File: config.mk
export PLATFORM = sky130hd
export DESIGN_NAME = alarm_clock_multi
export DESIGN_NICKNAME = d
export VERILOG_FILES = /design/src/rtl/alarm_clock_multi.sv
export SDC_FILE = /design/constraint.sdc
export NUM_CORES = 1
export LEC_CHECK = 0
export CAP_MARGIN = 20
export CORE_MARGIN = 8
export CORE_UTILIZATION = 52
export DETAILED_ROUTE_END_ITERATION = 7
export DONT_BUFFER_PORTS = 1
export GPL_TIMING_DRIVEN = 1
export PLACE_DENSITY_LB_ADDON = 0.25
export SYNTH_ARGS = -nofsm -noshare
export SYNTH_HDL_FRONTEND = slang
export SYNTH_SLANG_ARGS = --single-unit
File: constraint.sdc
create_clock -name clk -period 3.2 [get_ports clk]
set_clock_uncertainty 0.1 [all_clocks]
set_input_delay 0.48 -clock clk [delete_from_list [all_inputs] [get_ports clk]]
set_output_delay 0.48 -clock clk [all_outputs]
set_load 0.02 [all_outputs]
File: src/rtl/alarm_clock_multi.sv
// alarm_clock_multi: 24-hour clock with a bank of programmable alarms.
// A prescaler turns TICKS_PER_SEC clk cycles into one tick; each tick
// advances hh:mm:ss, and a slot whose hh:mm equals the new time at ss=0
// latches the alarm output until it is acknowledged.
// Optional snooze support is built when ALARM_CLOCK_SNOOZE_EN is defined.
module alarm_clock_multi #(
    parameter int TICKS_PER_SEC = 1,
    parameter int NUM_ALARMS    = 4,
    parameter int SNOOZE_MIN    = 5
) (
    input  logic                                                  clk,
    input  logic                                                  rst_n,
    input  logic                                                  ena,
    input  logic                                                  set_time,
    input  logic [4:0]                                            set_hours,
    input  logic [5:0]                                            set_minutes,
    input  logic                                                  alarm_wr,
    input  logic [((NUM_ALARMS > 1) ? $clog2(NUM_ALARMS) : 1)-1:0] alarm_idx,
    input  logic [4:0]                                            alarm_hours,
    input  logic [5:0]                                            alarm_minutes,
    input  logic                                                  alarm_en,
    input  logic                                                  alarm_ack,
    input  logic                                                  snooze,
    output logic [4:0]                                            hours,
    output logic [5:0]                                            minutes,
    output logic [5:0]                                            seconds,
    output logic                                                  sec_pulse,
    output logic                                                  alarm,
    output logic [2:0]                                            alarm_id
);

    localparam int PRE_W = (TICKS_PER_SEC > 1) ? $clog2(TICKS_PER_SEC) : 1;

    logic [PRE_W-1:0] r_presc;
    logic [4:0]       r_hours;
    logic [5:0]       r_minutes;
    logic [5:0]       r_seconds;
    logic             r_sec_pulse;
    logic             r_alarm;
    logic [2:0]       r_alarm_id;

    logic             r_al_en [NUM_ALARMS];
    logic [4:0]       r_al_h  [NUM_ALARMS];
    logic [5:0]       r_al_m  [NUM_ALARMS];

    logic             w_tick;
    logic             w_set_ok;
    logic             w_adv;
    logic             w_wr_ok;
    logic [4:0]       w_nhour;
    logic [5:0]       w_nmin;
    logic [5:0]       w_nsec;
    logic             w_hit;
    logic [2:0]       w_hit_id;

    assign w_tick   = ena && (r_presc == PRE_W'(TICKS_PER_SEC - 1));
    assign w_set_ok = set_time && (set_hours <= 5'd23) && (set_minutes <= 6'd59);
    // A valid time load pre-empts the tick, so nothing advances that cycle.
    assign w_adv    = w_tick && !w_set_ok;
    assign w_wr_ok  = alarm_wr && (int'(alarm_idx) < NUM_ALARMS)
                      && (alarm_hours <= 5'd23) && (alarm_minutes <= 6'd59);

    // Time one second ahead of the current registers, with carries.
    always_comb begin
        w_nsec  = r_seconds;
        w_nmin  = r_minutes;
        w_nhour = r_hours;
        if (r_seconds == 6'd59) begin
            w_nsec = 6'd0;
            if (r_minutes == 6'd59) begin
                w_nmin  = 6'd0;
                w_nhour = (r_hours == 5'd23) ? 5'd0 : r_hours + 5'd1;
            end else begin
                w_nmin = r_minutes + 6'd1;
            end
        end else begin
            w_nsec = r_seconds + 6'd1;
        end
    end

    // Lowest-index enabled slot matching the post-increment time at ss=0.
    always_comb begin
        w_hit    = 1'b0;
        w_hit_id = 3'd0;
        for (int i = NUM_ALARMS - 1; i >= 0; i--) begin
            if (r_al_en[i] && (r_al_h[i] == w_nhour) && (r_al_m[i] == w_nmin)) begin
                w_hit    = 1'b1;
                w_hit_id = 3'(i);
            end
        end
        w_hit = w_hit && w_adv && (w_nsec == 6'd0);
    end

    // Prescaler, timekeeping and the one-cycle second pulse.
    always_ff @(posedge clk) begin
        if (!rst_n) begin
            r_presc     <= '0;
            r_hours     <= 5'd0;
            r_minutes   <= 6'd0;
            r_seconds   <= 6'd0;
            r_sec_pulse <= 1'b0;
        end else begin
            r_sec_pulse <= w_adv;
            if (w_set_ok) begin
                r_presc   <= '0;
                r_hours   <= set_hours;
                r_minutes <= set_minutes;
                r_seconds <= 6'd0;
            end else if (w_tick) begin
                r_presc   <= '0;
                r_hours   <= w_nhour;
                r_minutes <= w_nmin;
                r_seconds <= w_nsec;
            end else if (ena) begin
                r_presc <= r_presc + PRE_W'(1);
            end
        end
    end

    // Alarm slot bank; malformed writes leave the slot untouched.
    always_ff @(posedge clk) begin
        if (!rst_n) begin
            for (int i = 0; i < NUM_ALARMS; i++) begin
                r_al_en[i] <= 1'b0;
                r_al_h[i]  <= 5'd0;
                r_al_m[i]  <= 6'd0;
            end
        end else if (w_wr_ok) begin
            r_al_en[alarm_idx] <= alarm_en;
            r_al_h[alarm_idx]  <= alarm_hours;
            r_al_m[alarm_idx]  <= alarm_minutes;
        end
    end

`ifdef ALARM_CLOCK_SNOOZE_EN
    logic       r_snz_arm;
    logic [4:0] r_snz_h;
    logic [5:0] r_snz_m;
    logic [2:0] r_snz_id;
    logic [6:0] w_snz_msum;
    logic [4:0] w_snz_th;
    logic [5:0] w_snz_tm;
    logic       w_snz_hit;

    // Snooze target = current hh:mm + SNOOZE_MIN, wrapping at 24 h.
    always_comb begin
        w_snz_msum = {1'b0, r_minutes} + 7'(SNOOZE_MIN);
        w_snz_th   = r_hours;
        w_snz_tm   = w_snz_msum[5:0];
        if (w_snz_msum >= 7'd60) begin
            w_snz_tm = 6'(w_snz_msum - 7'd60);
            w_snz_th = (r_hours == 5'd23) ? 5'd0 : r_hours + 5'd1;
        end
    end

    assign w_snz_hit = r_snz_arm && w_adv && (w_nsec == 6'd0)
                       && (w_nhour == r_snz_h) && (w_nmin == r_snz_m);

    // Latched alarm with slot > snooze > ack > snooze-request priority.
    always_ff @(posedge clk) begin
        if (!rst_n) begin
            r_alarm    <= 1'b0;
            r_alarm_id <= 3'd0;
            r_snz_arm  <= 1'b0;
            r_snz_h    <= 5'd0;
            r_snz_m    <= 6'd0;
            r_snz_id   <= 3'd0;
        end else begin
            if (w_hit) begin
                r_alarm    <= 1'b1;
                r_alarm_id <= w_hit_id;
            end else if (w_snz_hit) begin
                r_alarm    <= 1'b1;
                r_alarm_id <= r_snz_id;
            end else if (alarm_ack) begin
                r_alarm <= 1'b0;
            end else if (snooze && r_alarm) begin
                r_alarm <= 1'b0;
            end
            if (alarm_ack) begin
                r_snz_arm <= 1'b0;
            end else if (snooze && r_alarm && !w_hit && !w_snz_hit) begin
                r_snz_arm <= 1'b1;
                r_snz_h   <= w_snz_th;
                r_snz_m   <= w_snz_tm;
                r_snz_id  <= r_alarm_id;
            end else if (w_snz_hit) begin
                r_snz_arm <= 1'b0;
            end
        end
    end
`else
    logic w_unused_snooze;
    assign w_unused_snooze = snooze;

    // Latched alarm; a match in the same cycle as an ack keeps it set.
    always_ff @(posedge clk) begin
        if (!rst_n) begin
            r_alarm    <= 1'b0;
            r_alarm_id <= 3'd0;
        end else if (w_hit) begin
            r_alarm    <= 1'b1;
            r_alarm_id <= w_hit_id;
        end else if (alarm_ack) begin
            r_alarm <= 1'b0;
        end
    end
`endif

    assign hours     = r_hours;
    assign minutes   = r_minutes;
    assign seconds   = r_seconds;
    assign sec_pulse = r_sec_pulse;
    assign alarm     = r_alarm;
    assign alarm_id  = r_alarm_id;

endmodule

==> flow_summary.ini, run 1 <==
[yosys]
synth_seq_cells = 70
synth_area_leader_cell = edfxtp_1
synth_cell_types = 72
ys_warn_count = 0
ys_seq_area_frac = 0.418
syn_inst = 469
yosys.area.top_type_share = 0.305
async_flop_share = 0
synth_edf_count = 45
synth.most_common_cell = and2_1
synth_flop_cell = edfxtp_1
syn_area_sq_um = 4430
synthTopCellsByCount = 46 x and2_1, 45 x edfxtp_1, 36 x nand2_1
netlist_top_cells_area = edfxtp_1 31%, dfxtp_1 11%, and2_1 6.5%
syn_nets = 505
avgSynthCellArea_sq_um = 9.44

[power]
switching_share = 0.278
p_comb_frac = 0.156
p_per_area_nw_per_um2 = 426
p_seq_frac = 0.504
pwr-share-clk = 0.340
leakage_nw = 1.81
ir_worst_vdd_mv = 0.324
p_int_mw = 1.54
p_sw_mw = 0.595

[worst_setup_path]
crit_arrival_ns = 3.16
critPathMaxFanout = 5
worstPathCellList = ha_1 > nand4_4 > nor4_4 > buf_4 > o221ai_1 > a211o_1 > nor4_2 > and4_1 > o21ai_0 > a31oi_1
worst-endpoint-required_ns = 3.37
worstReg2RegStart = seconds[0]
critPathKind = reg2reg
path_buf_inv = 1
critical_path.top_delay_family = simple AND/OR/NAND/NOR gates
max_stage_delay_ns = 0.49
crit_slowest_cell = nor4_4
worstSetupStartpoint = seconds[0]
worstSetupStartpointType = register
critPathCaptureType = register

[timing]
hold_violations = 0
setup_ws_ns = 0.210
timing.fmax_ghz = 0.334
rsz0062_at_grt = false
drv_slew = 0
relSlewSlack = 0.520
min_period_over_period = 0.934
setup_viol_count_final = 0
worstMarginPinSlew_ns = 0.718
final.setup.tns_ns = 0
timing.hold.ws_ns = 0.0999
fin_crit_ns = 2.99

[finish]
drive_gt1_frac = 0.168
fill_cells = 749
ff_latch_area_sq_um = 1850
antennaDiodeCount = 0
nets = 538
multi_input_area_sq_um = 2420
fin_area_sq_um = 5020
area_delta_synth_final_pct = 13.5

[drt]
dr.pass1.iters = 4
initialDrtViolationCount = 231
drc = 0
wl_per_cell_microns = 20.2
totalWireLength_microns = 12400
drtAntennaViolNets = 0
num_vias = 3755
via_per_inst = 6.14

[clocking]
h-tree-depth = 3
cts_num_sinks = 70
numCtsBuffers = 9
clk_latency_ns = 0.35
postCtsSetupRepairBufs = 0
cts-root-buf = clkbuf_8
clk_pin_slew_ns = 0.07
cts_tree = done
clock_path_buffers = 2

[floorplanning]
die_height_microns = 108
die_x_microns = 108
rows = 33
die_area_sq_um = 11700
fp.coreArea_sq_um = 8260
io_pins = 54
start_util = 0.536

[flow_run]
cap_violations = 0

[place]
dp_hpwl_microns = 9520
globalplace.congestion = 0.976
dpl-instance-area_sq_um = 4800
place_ws_ns = 0.189
placement.io_buffers = 0

[global_routing]
grt_max_degree = 17
overflow = 0
grt_pass1_vias = 3541
grt_use_total = 0.211
antenna_found_initial = 0
grt_pass1_wl_microns = 19100

[hold_path]
hp-class = in2reg
hold_start = ena

[run_status]
status = complete, no violations
## final timing paths
| check | slack [ns] | cells after the start | end |
|---|---|---|---|
| setup / recovery | 0.21 | 10 | alarm |
| hold / removal | 0.1 | 1 | r_presc |
| hold reg to reg | 0.36 | 2 | r_al_en[2] |
| setup reg to reg | 0.21 | 10 | alarm |
## routing by layer
layer | up-vias | routed length (microns) | track usage
li1 | 1788 | - | -
met4 | 0 | 402 | 0.0929
met5 | - | 0 | 0
met1 | 1784 | 5300 | 0.262
met2 | 153 | 5700 | 0.341
met3 | 30 | 967 | 0.0529
## stage by stage
stage	cells	total power [mW]	utilization
global route	612	2.22	0.608
detailed placement	596	1.43	0.581
global placement	596	1.42	0.581
CTS	612	2.14	0.606
floorplan	469	1.31	-
finish	612	2.14	0.608
## worst register-to-register path, cell delays in order, from the launching register on
cell      delay (ns)
dfxtp_1         0.34
ha_1            0.25
nand4_4         0.17
nor4_4          0.49
buf_4           0.23
o221ai_1        0.18
a211o_1         0.32
nor4_2          0.28
and4_1          0.30
o21ai_0         0.09
a31oi_1         0.18
## cell type report
type	count	share of cell area
multi-input cells	361	0.481
flip-flops and latches	70	0.369
repair buffers	52	0.0777
clock buffers	11	0.0281
well taps	105	0.0262
clock inverters	5	0.0120
inverters	8	0.00598
## sequential cells by signal, indices dropped and copies added (netlist names)
signal / count
alarm: 1
alarm_id: 2
hours: 5
minutes: 6
r_al_en: 4
r_al_h: 20
r_al_m: 24
r_presc: 1
sec_pulse: 1
seconds: 6
## logic make-up (layout without fill, tap and decap cells)
family | count (synthesis) | after routing | share of synthesized area
buf+inv | 38 | 76 | 0.0404
mux | 14 | 14 | 0.0319
xor+xnor | 37 | 37 | 0.0732
flops | 70 | 70 | 0.418
fa+ha+maj | 4 | 4 | 0.0113
compound gates | 100 | 100 | 0.154
other cells | 1 | 1 | 0.000847
simple gates | 205 | 205 | 0.270
## placed cells by master, fill, tap and decap left out, types with 3 or more instances in the layout
| master | Yosys | final |
|---|---|---|
| a211oi_1 | 3 | 3 |
| edfxtp_1 | 45 | 45 |
| nor4b_1 | 3 | 3 |
| nand4_1 | 8 | 8 |
| nand2_1 | 36 | 36 |
| o21ai_0 | 21 | 21 |
| nor2b_1 | 9 | 9 |
| inv_1 | 8 | 8 |
| nor4_2 | 1 | 4 |
| and3_1 | 3 | 3 |
| nand4b_1 | 3 | 3 |
| a2111oi_0 | 4 | 3 |
| dfxtp_1 | 25 | 24 |
| a311oi_1 | 5 | 5 |
| nor3_1 | 13 | 13 |
| buf_4 | 2 | 52 |
| xor2_1 | 11 | 11 |
| clkbuf_8 | 0 | 10 |
| nand3_1 | 12 | 12 |
| and2_1 | 46 | 46 |
| and3b_1 | 4 | 4 |
| a31oi_1 | 12 | 12 |
| a21boi_0 | 3 | 3 |
| nand2b_1 | 10 | 10 |
| nand3b_1 | 3 | 3 |
| o211ai_1 | 7 | 7 |
| xnor2_1 | 26 | 26 |
| a21oi_1 | 19 | 19 |
| mux2i_1 | 13 | 13 |
| o2111ai_1 | 3 | 3 |
| and4_1 | 3 | 3 |
| nor2_1 | 30 | 30 |
| nor4_1 | 6 | 3 |
| ha_1 | 4 | 4 |
## power by group through the flow
stage / clock network [mW] / registers [mW] / logic [mW]
after floorplan: 0 / 1.09 / 0.218
after global placement: 0 / 1.10 / 0.324
after detailed placement: 0 / 1.10 / 0.329
after CTS: 0.735 / 1.08 / 0.330
after global routing: 0.775 / 1.08 / 0.363
final: 0.727 / 1.08 / 0.335
## repair_timing
action,CTS,global route
hold buffers,0,0
hold endpoints to repair,0,0
resized for setup,0,5
endpoints found under the setup margin,0,3
(Power assumes the default switching activity.)
==> inputs of run 2 (changes only) <==
--- a/config.mk
+++ b/config.mk
@@ -11,7 +11,7 @@
 export DETAILED_ROUTE_END_ITERATION = 7
 export DONT_BUFFER_PORTS = 1
 export GPL_TIMING_DRIVEN = 1
-export PLACE_DENSITY_LB_ADDON = 0.25
+export PLACE_DENSITY = 0.71
 export SYNTH_ARGS = -nofsm -noshare
 export SYNTH_HDL_FRONTEND = slang
 export SYNTH_SLANG_ARGS = --single-unit
==> flow_summary.ini, run 2 (same netlist as run 1, synthesis figures left out) <==
[drt]
wl_per_cell_microns = 20.4
num_vias = 3773
initialDrtViolationCount = 270
dr.pass1.iters = 5
totalWireLength_microns = 12500
drtAntennaViolNets = 0
via_per_inst = 6.17
drc = 0

[place]
dpl-instance-area_sq_um = 4810
dp_hpwl_microns = 9660
placement.io_buffers = 0
globalplace.congestion = 0.994
place_ws_ns = 0.146
dpl.cell_count = 596

[clocking]
cts-root-buf = clkbuf_8
cts_num_sinks = 70
numCtsBuffers = 9
clk_latency_ns = 0.35
h-tree-depth = 3
clock_path_buffers = 2
postCtsSetupRepairBufs = 0
cts_tree = done
clk_pin_slew_ns = 0.09

[global_routing]
grt_pass1_wl_microns = 19200
grt_pass1_vias = 3559
grt_max_degree = 17
overflow = 0
grt_use_total = 0.215
antenna_found_initial = 0

[finish]
area_delta_synth_final_pct = 13.8
fin_area_sq_um = 5040
fill_cells = 698
mostFrequentLayoutCells = 52 x buf_4, 46 x and2_1, 45 x edfxtp_1, 36 x nand2_1, 30 x nor2_1
largestRegisters = r_al_m (24), r_al_h (20)
drive_gt1_frac = 0.172
largest-register = r_al_m
largest_register_ffs = 24
nets = 538
final_common_cell = buf_4
stdcell_count = 612
antennaDiodeCount = 0

[worst_setup_path]
critPathKind = reg2reg
critPathMaxFanout = 6
worstSetupStartpoint = minutes[0]
r2r_cells = 9
critical_path.top_delay_family = compound AO/OA/AOI/OAI gates
rr_endpoint = alarm_id[0]
cp-endpoint = alarm_id[0]
critPathCaptureType = register
worst-endpoint-required_ns = 3.36
crit_slowest_cell = a2111oi_2
crit_arrival_ns = 3.21
worstPathCellList = ha_1 > and3b_1 > a2111oi_2 > a21oi_4 > xor2_1 > o2111ai_1 > nor4b_2 > o21bai_1 > a221oi_1
reg2reg_slack_ns = 0.15
cp.depth = 9
worstReg2RegStart = minutes[0]
max_stage_delay_ns = 0.59
path_buf_inv = 0
worstSetupStartpointType = register

[floorplanning]
rows = 33
die_x_microns = 108
die_area_sq_um = 11700
start_util = 0.536
fp.coreArea_sq_um = 8260
die_height_microns = 108
io_pins = 54

[timing]
worstMarginPinSlew_ns = 0.648
setup_ws_ns = 0.147
min_period_over_period = 0.954
fin_crit_ns = 3.05
timing.fmax_ghz = 0.328
drv_slew = 0
setup_viol_count_final = 0
hold_violations = 0
rsz0062_at_grt = true
relSlewSlack = 0.567

[power]
ir_worst_vdd_mv = 0.251
leakage_nw = 1.81
p_per_area_nw_per_um2 = 427

[run_status]
status = complete, no violations

[flow_run]
cap_violations = 0

[hold_path]
worst_hold_path.num_cells = 1
hp-class = in2reg
## run 2: changes by cell type in the layout (fill, tap and decap cells not counted), sizes merged
| cell | previous run | this run |
|---|---|---|
| inv | 8 | 10 |
| clkinv | 3 | 0 |
| clkinvlp | 1 | 3 |
| clkbuf | 11 | 10 |
## run 2: report_power, final
group | total [mW] | switching (mW) | internal (mW)
clock network | 0.736 | 0.370 | 0.366
registers | 1.08 | 0.0569 | 1.02
logic | 0.341 | 0.198 | 0.142
## run 2: what timing repair did
action / 4_1_cts / 5_1_grt
endpoints found under the hold margin: 0 / 0
gates resized for setup: 0 / 8
hold buffers: 0 / 0
endpoints found under the setup margin: 0 / 3
## run 2: metrics by stage
stage / util / power (mW) / TNS [ns] / hold WS, ns
final: 0.610 / 2.15 / 0 / 0.0974
after global routing: 0.610 / 2.23 / -0.0394 / 0.0788
after CTS: 0.606 / 2.15 / 0 / 0.0865
after detailed placement: 0.582 / 1.43 / 0 / 0.369
after global placement: 0.582 / 1.42 / 0 / 0.359
after floorplan: - / 1.31 / 0 / 0.331
## run 2: final cells by class
cell class | instances | area, sq um | share of cell area
flip-flops and latches | 70 | 1850 | 0.367
clock buffers | 10 | 128 | 0.0253
repair buffers | 52 | 390 | 0.0774
clock inverters | 6 | 70.1 | 0.0139
well taps | 105 | 131 | 0.0261
inverters | 8 | 30.0 | 0.00596
multi-input cells | 361 | 2440 | 0.484
## run 2: worst min-delay path by stage
| stage | from | endpoint | slack [ns] |
|---|---|---|---|
| after floorplan | r_al_en[1] | r_al_en[1] | 0.33 |
| after global placement | r_al_en[1] | r_al_en[1] | 0.36 |
| final | ena | r_presc | 0.1 |
| after CTS | ena | r_presc | 0.09 |
| after global routing | ena | r_presc | 0.08 |
| after detailed placement | r_al_en[1] | r_al_en[1] | 0.37 |
## run 2: layer usage
metal / vias to the layer above / share of wire / global-route usage
met5: - / 0 / 0
met2: 158 / 0.45 / 0.333
met1: 1794 / 0.43 / 0.274
li1: 1792 / - / -
met4: 0 / 0.038 / 0.112
met3: 29 / 0.077 / 0.0494
==> inputs of run 3 (changes only) <==
--- a/config.mk
+++ b/config.mk
@@ -5,13 +5,13 @@
 export SDC_FILE = /design/constraint.sdc
 export NUM_CORES = 1
 export LEC_CHECK = 0
-export CAP_MARGIN = 20
+export CAP_MARGIN = 10
 export CORE_MARGIN = 8
 export CORE_UTILIZATION = 52
 export DETAILED_ROUTE_END_ITERATION = 7
 export DONT_BUFFER_PORTS = 1
 export GPL_TIMING_DRIVEN = 1
-export PLACE_DENSITY = 0.71
+export PLACE_DENSITY = 0.76
 export SYNTH_ARGS = -nofsm -noshare
 export SYNTH_HDL_FRONTEND = slang
 export SYNTH_SLANG_ARGS = --single-unit
==> flow_summary.ini, run 3 (same netlist as run 1, synthesis figures left out) <==
[floorplanning]
fp.coreArea_sq_um = 8260
start_util = 0.536
die_area_sq_um = 11700
rows = 33
die_height_microns = 108
die_x_microns = 108
io_pins = 54

[clocking]
clock_path_buffers = 2
numCtsBuffers = 9
cts_num_sinks = 70
postCtsSetupRepairBufs = 0
clk_pin_slew_ns = 0.08
h-tree-depth = 3
cts-root-buf = clkbuf_8
cts_tree = done
cts_hold_buf = 0
clk_latency_ns = 0.35

[power]
ir_worst_vdd_mv = 0.460
leakage_nw = 1.79
p_per_area_nw_per_um2 = 445

[hold_path]
worst_hold_path.num_cells = 1
hp-class = in2reg

[place]
dp_hpwl_microns = 9490
globalplace.congestion = 0.964
placement.io_buffers = 0

[worst_setup_path]
crit_arrival_ns = 3.06
r2r_cells = 11
critPathKind = reg2reg
worst-endpoint-required_ns = 3.31
worstSetupStartpointType = register
critPathMaxFanout = 8
critPathCaptureType = register

[drt]
initialDrtViolationCount = 275
num_vias = 3732
wl_met1_microns = 5180
totalWireLength_microns = 12300
via_per_inst = 6.16
top_layer = met4
wl_per_cell_microns = 20.3
wl_met2_microns = 5720
drc = 0
met3WireLength_microns = 1090
dr.pass1.iters = 5
drtAntennaViolNets = 0

[global_routing]
grt_use_total = 0.212
grt_pass1_vias = 3551
overflow = 0
antenna_found_initial = 0
grt_pass1_wl_microns = 19000
grt_max_degree = 17

[finish]
antennaDiodeCount = 0
largest-register = r_al_m
mostFrequentLayoutCells = 46 x and2_1, 46 x buf_4, 45 x edfxtp_1, 36 x nand2_1, 30 x nor2_1
fin_util = 0.608
drive_gt1_frac = 0.164
area_delta_synth_final_pct = 13.5
largestRegisters = r_al_m (24), r_al_h (20)
nets = 532
largest_register_ffs = 24

[timing]
hold_violations = 0
fin_crit_ns = 2.95
timing.fmax_ghz = 0.339
final.setup.tns_ns = 0
worstMarginPinSlew_ns = 0.685
min_period_over_period = 0.923
drv_slew = 0
relSlewSlack = 0.542
setup_viol_count_final = 0
rsz0062_at_grt = false

[flow_run]
cap_violations = 0

[run_status]
status = complete, no violations
[run 3: cell count changes in the layout (fill, tap and decap cells not counted), sizes merged]
cell and change:
clkbuf -1, bufinv +1, clkinvlp -2, buf -6
clkinv +1, inv +1
[run 3: through the flow]
| stage | area (sq um) | hold slack [ns] | setup WS (ns) | total power, mW | instances |
|---|---|---|---|---|---|
| floorplan | 4430 | 0.331 | 0.168 | 1.31 | 469 |
| global placement | 4760 | 0.352 | 0.239 | 1.41 | 590 |
| detailed placement | 4760 | 0.361 | 0.186 | 1.42 | 590 |
| CTS | 4980 | 0.0782 | 0.145 | 2.23 | 606 |
| global route | 5020 | 0.0774 | 0.0440 | 2.31 | 606 |
| finish | 5020 | 0.0914 | 0.246 | 2.23 | 606 |
[run 3: worst max-delay path, cell delays in order, from the launching register on]
cell and delay [ns]:
dfxtp_1 0.35, ha_1 0.23, nand4_4 0.13, buf_4 0.21, nor2_1 0.19, buf_4 0.19
mux2i_1 0.41, xnor2_1 0.14, a2111oi_2 0.33, and4_1 0.31, o21bai_1 0.13, a221oi_1 0.09
[run 3: repair_timing]
| action | in CTS | in global routing |
|---|---|---|
| setup endpoints to repair | 0 | 3 |
| gates resized for setup | 0 | 10 |
| hold endpoints to repair | 0 | 0 |
[run 3: metal layers]
layer  vias up  track usage
met3        26       0.0529
li1       1785            -
met1      1753        0.272
met2       168        0.337
met4         0       0.0772
met5         -            0
[run 3: area by class of cell]
cell class | count | area (sq um)
Clock inverter | 7 | 103
Inverter | 8 | 30.0
Multi-Input combinational cell | 361 | 2440
Fill cell | 694 | 3230
Timing Repair Buffer | 46 | 345
Sequential cell | 70 | 1850
Clock buffer | 9 | 124
Tap cell | 105 | 131
[run 3: worst paths after layout]
check	startpoint	end	slack (ns)
worst max-delay path	seconds[0]	alarm_id[0]	0.25
worst min-delay path	ena	r_presc	0.09
worst max register to register	seconds[0]	alarm_id[0]	0.25
worst min register to register	r_al_en[2]	r_al_en[2]	0.37
[run 3: power by group]
group | internal (mW) | switching (mW) | total, mW | leakage, nW
clock | 0.448 | 0.372 | 0.821 | 0.111
sequential | 1.02 | 0.0563 | 1.08 | 0.639
combinational | 0.139 | 0.198 | 0.337 | 1.04
